==> config.mk <==
export PLATFORM = sky130hd
export DESIGN_NAME = wb_regfile
export DESIGN_NICKNAME = d
export VERILOG_FILES = /design/src/rtl/wb_regfile.sv
export SDC_FILE = /design/constraint.sdc
export NUM_CORES = 2
export LEC_CHECK = 0
export ABC_AREA = 1
export CORE_MARGIN = 2
export CORE_UTILIZATION = 35
export DETAILED_ROUTE_END_ITERATION = 8
export PLACE_DENSITY = 0.48
export SLEW_MARGIN = 20
export SYNTH_ARGS = -nofsm -noshare
export SYNTH_HDL_FRONTEND = slang
export SYNTH_SLANG_ARGS = --single-unit
export TNS_END_PERCENT = 50
==> constraint.sdc <==
create_clock -name clk -period 6.8 [get_ports clk]
set_input_delay 1.02 -clock clk [delete_from_list [all_inputs] [get_ports clk]]
set_output_delay 1.02 -clock clk [all_outputs]
set_load 0.01 [all_outputs]
==> src/rtl/wb_regfile.sv <==
// MEM/WB pipeline latch feeding a 32x32 register file with write-through bypass.
// Register 0 is hardwired to zero; reads are combinational on both ports.
module wb_regfile (
  input  logic        clk,
  input  logic        reset,
  input  logic        stall,
  input  logic        flush,
  input  logic [31:0] mem_inst,
  input  logic [31:0] mem_alu_result,
  input  logic [31:0] mem_read_data,
  input  logic        reg_dst,
  input  logic        reg_wr,
  input  logic        mem_to_reg,
  input  logic [4:0]  rs_addr,
  input  logic [4:0]  rt_addr,
  output logic [31:0] rs_data,
  output logic [31:0] rt_data,
  output logic        wb_valid,
  output logic        wb_we,
  output logic [4:0]  wb_addr,
  output logic [31:0] wb_data
);

  logic        validQ;
  logic        regWrQ;
  logic [4:0]  addrQ;
  logic [31:0] dataQ;
  logic [31:0] regArray [32];

  logic [4:0]  capAddr;
  logic [31:0] capData;

  assign capAddr = reg_dst ? mem_inst[15:11] : mem_inst[20:16];
  assign capData = mem_to_reg ? mem_read_data : mem_alu_result;

  // Priority: reset, then flush (bubble), then stall (hold), then capture.
  always_ff @(posedge clk) begin
    if (reset || flush) begin
      validQ <= 1'b0;
      regWrQ <= 1'b0;
      addrQ  <= 5'd0;
      dataQ  <= 32'd0;
    end else if (!stall) begin
      validQ <= 1'b1;
      regWrQ <= reg_wr;
      addrQ  <= capAddr;
      dataQ  <= capData;
    end
  end

  assign wb_valid = validQ;
  assign wb_addr  = addrQ;
  assign wb_data  = dataQ;
  assign wb_we    = validQ & regWrQ & (addrQ != 5'd0);

  // The array write uses pre-edge latch contents, so a pending write still
  // commits on a flush edge; wb_we excludes register 0 so it is never written.
  always_ff @(posedge clk) begin
    if (reset) begin
      for (int k = 0; k < 32; k++) begin
        regArray[k] <= 32'd0;
      end
    end else if (wb_we) begin
      regArray[addrQ] <= dataQ;
    end
  end

  assign rs_data = (rs_addr == 5'd0) ? 32'd0 :
                   (wb_we && (rs_addr == addrQ)) ? dataQ : regArray[rs_addr];
  assign rt_data = (rt_addr == 5'd0) ? 32'd0 :
                   (wb_we && (rt_addr == addrQ)) ? dataQ : regArray[rt_addr];

endmodule

After elaboration in Yosys (flattened, before gate mapping)
Memory sizes are Yosys's and may differ from the RTL's. Index checks and enable logic that the tools add are counted.

Bits of input ports: 113. Bits in writable memories: 1024. Memories kept: 1. Register bits after elaboration: 39. Output and inout port bits: 103.

Memory list: regArray (depth 32, bits a word 32, rd ports 2, clocked after Yosys merged registers in 0, wr ports 32, line 28) `logic [31:0] regArray [32];`.

Mux-type cells: 14. Reductions and logical operators: 7. Equality and inequality tests: 2. Bitwise gates (word level): 2.

Operators with widths (number): two-way mux 32 bit (6); OR reduction 32 bit (1); == test 5 bit (2); logical NOT 5 bit (2); two-way mux 5 bit (2); two-way mux 1 bit (6); nonzero test 5 bit (1); AND 1 bit (2); logical AND 1 bit (2); logical OR 1 bit (1).

Logic depth before layout (Yosys ltp)
Word-level depth: 7. Gate-level depth with buffers: 13. Mapped depth without buffers: 11.

Least setup slack after synthesis
OpenSTA, ideal clock, no wires.

Path kind: in2out. From: input port rs_addr[4]. To: output port rs_data[31]. Required time: 5780 ps. Slack: 3389 ps. Stages: 8. Data arrival time: 2391 ps. Buffers on the path: 3. Cells stage by stage: clkbuf_1 xnor2_1 nand2_1 nor3_4 nand2_2 buf_6 buf_2 a21oi_1.

Word-level cells in the longest chain between the ends: 4. Elaborated cells between the ends (all ways): 6. Classes of those cells: eq/ne: 1; mux: 2; reduce/logical: 2; memory: 1.

RTL lines: from (decl) (line 14) `input logic [4:0] rs_addr,`; branches (longest 3 deep; another with memory (32 x 32 bit)); two-way mux 32 bit (*) (line 68) `assign rs_data = (rs_addr == 5'd0) ? 32'd0 :`; to (decl) (line 16) `output logic [31:0] rs_data,`.

Mark *: on every way between the ends.

Worst setup path in the final report
From: input port rt_addr[2]. To: output port rt_data[14].

Word-level cells in the longest chain between the ends: 4. Elaborated cells between the ends (all ways): 6. Classes of those cells: eq/ne: 1; mux: 2; reduce/logical: 2; memory: 1.

RTL lines: from (decl) (line 15) `input logic [4:0] rt_addr,`; branches (longest 3 deep; another with memory (32 x 32 bit)); two-way mux 32 bit (*) (line 70) `assign rt_data = (rt_addr == 5'd0) ? 32'd0 :`; to (decl) (line 17) `output logic [31:0] rt_data,`.

Marked as above.

==> flow_summary.yaml <==
critical_path:
  crit_path_frequent_cell: "nand2_1"
  r2r.worst_path.cells: 9
  critPathKind: "input pin to output port"
  cp_slowest_cell: "nor2_4"
  path_cells: "buf_4, clkinv_2, nor2_4, buf_4, nand3_1, nand2_1, a21oi_1, nand2_1, nand2_1, a21oi_1, clkdlybuf4s50_1"
  worstSetupStartpoint: "rt_addr[2]"
  slowest_delay_ns: 0.87
  cp_max_fo: 19
  startpoint_type: "input pin"
  end_kind: "output port"
  arrival_ns: 4.53
  r2r_start: "wb_addr[4]$_SDFFE_PP0N_"
  required_ns: 5.78
synth:
  ys_warn_count: 0
  netlist_instances: 7643
  ys.flop_type: "edfxtp_1"
  ys_seq_area_frac: 0.5211
  yosysUniqueCellTypes: 30
  synth-async-reset-ratio: 0
  ys_seq_elements: 1063
  synth_edf_count: 1024
  netlist_area_um2: 60510
  synth.avg_cell_area_um2: 7.916
drt:
  num_vias: 53960
  drc: 0
  drtAntennaViolNets: 0
  viasPerCell: 5.428
  wl_per_cell_um: 24.82
  first_pass_iters: 9
  wirelength_mm: 246.7
  drt_iter0_drc: 5876
power:
  p_total_mw: 16.46
  ir_drop_mv: 0.2430
  leakage_nw: 26.91
  p_per_area_nw_per_um2: 242.1
timing:
  skew_ns: 0.02010
  whs_ns: 0.4695
  hold_viol_final: 0
  max-slew-margin-rel: 0.2013
  worstMarginPinSlew_ns: 1.198
  setup_tns_ns: 0
  setup_viol: 0
  final_max_slew_viol_count: 0
  rsz0062_at_grt: "no"
  max_freq_mhz: 180.1
  timing.final.crit_share: 0.8166
  period_needed_ns: 5.553
placed_design:
  io_buffers: 193
  place_hpwl_mm: 145.6
  place.gp.congestion: 0.8683
  placed_cell_area_um2: 63960
global_route:
  grt_max_degree: 203
  grt_usage: 0.2765
  overflow: 0
  grt_pass1_wl_mm: 354.0
  antenna_found_initial: 6
  grt_pass1_vias: 50810
floorplanning:
  die_w_um: 419.8
  die_h_um: 419.8
  die_area_um2: 176200
  start_util: 0.3523
  rows: 152
  io_pins: 216
  design.core.area_um2: 171700
clock_tree:
  clk_latency_ns: 0.78
  cts_sinks: 1063
  cts-htree-levels: 4
  postCtsSetupBuffers: 0
  holdBufCountCts: 0
  root_buffer: "clkbuf_16"
  cts_resized: 0
  clockBufferDepth: 3
  tritoncts: "yes"
  cts_buffers: 131
  path_clk_slew_ns: 0.06
finish:
  nets: 7647
  area_growth_pct: 12.32
  fin_area_um2: 67960
  final_layout_size_suffix_gt1_frac: 0.06554
run_status:
  status: "finished, final reports clean"
worst_hold_path:
  worstHoldPathCells: 2
  min_path_type: "flip-flop to flip-flop"
  hold_start: "regWrQ$_SDFFE_PP0N_"
job:
  max_cap_violations: 0
==> sequential cells by signal, summed over array words and instances (netlist names) <==
signal    count
wb_valid      1
regWrQ        1
wb_addr       5
regArray   1024
wb_data      32
==> final cells by class <==
class                      instances  area (um2)
antenna                            3       7.507
clock buffer                     186        3695
clock inverter                    42       296.5
fill                           17270      103800
inverter                         687        2608
multi-input combinational       5267       23360
sequential                      1063       31530
tap                             2310        2890
timing repair buffer             384        3572
==> logic make-up (layout without fill, tap and decap cells) <==
group,Yosys count,in the layout,synth area share
compound gates,971,971,0.08859
mux,37,37,0.006886
buf+inv,1344,1299,0.09649
xor+xnor,5,5,0.0007237
other cells,1,35,0.00006198
flops,1063,1063,0.5211
simple gates,4222,4222,0.2861
==> cells in the mapped netlist (all sizes together) (12+ instances only) <==
library cell,instances,share of area
a21oi,301,0.025
buf,319,0.033
clkbuf,338,0.021
dfxtp,39,0.013
edfxtp,1024,0.51
inv,685,0.042
mux2,37,0.0069
nand2,1740,0.11
nand3,1011,0.084
nor2,1409,0.087
nor3,12,0.0018
o211ai,200,0.025
o21ai,470,0.039
or2,46,0.0048
==> layout by cell type, fill, tap and decap left out, drive strengths merged <==
cell | Yosys | final
nor3 | 12 | 12
clkdlybuf4s50 | 0 | 180
xor2 | 1 | 1
nand2 | 1740 | 1740
a21oi | 301 | 301
clkbuf | 338 | 186
nor2 | 1409 | 1409
buf | 319 | 204
clkinv | 2 | 37
xnor2 | 4 | 4
edfxtp | 1024 | 1024
nand3 | 1011 | 1011
mux2 | 37 | 37
nand4 | 4 | 4
o21ai | 470 | 470
diode | 0 | 3
bufinv | 0 | 4
or2 | 46 | 46
conb | 1 | 32
dfxtp | 39 | 39
o211ai | 200 | 200
inv | 685 | 688
==> per-layer routing <==
metal / GRT usage / vias up / wire, um
met5: 0 / - / 0
met4: 0.1067 / 0 / 8910
met3: 0.05229 / 440 / 21460
met1: 0.3679 / 26160 / 102600
li1: - / 24820 / -
met2: 0.4446 / 2541 / 113700
==> report_power, final <==
| part | internal [mW] | total (mW) | leakage, nW | switching [mW] |
|---|---|---|---|---|
| Combinational | 0.625 | 2.21 | 14.0 | 1.59 |
| Clock | 3.91 | 6.76 | 1.94 | 2.85 |
| Sequential | 7.38 | 7.48 | 11.0 | 0.104 |
| Total | 11.9 | 16.5 | 26.9 | 4.54 |
==> final timing paths <==
path              slack (ns)                             end
setup / recovery        1.25                     rt_data[14]
hold reg to reg         0.47             regWrQ$_SDFFE_PP0N_
hold / removal          0.47             regWrQ$_SDFFE_PP0N_
setup reg to reg        3.04  regArray[11][24]$_SDFFCE_PN0P_
==> stage by stage <==
| step | util | setup slack [ns] | std cells |
|---|---|---|---|
| after global routing | 0.3957 | 1.219 | 9940 |
| final | 0.3957 | 1.247 | 9942 |
| after CTS | 0.3957 | 1.305 | 9939 |
| after floorplan | - | 3.389 | 7674 |
| after detailed placement | 0.3724 | 1.318 | 9711 |
| after global placement | 0.3724 | 1.305 | 9711 |
==> critical path, delay by kind of cell <==
kind	cells	cell delay (ns)
simple gates	5	1.26
buf+inv	4	1.65
compound gates	2	0.55
Power figures use the tool's default switching activity.
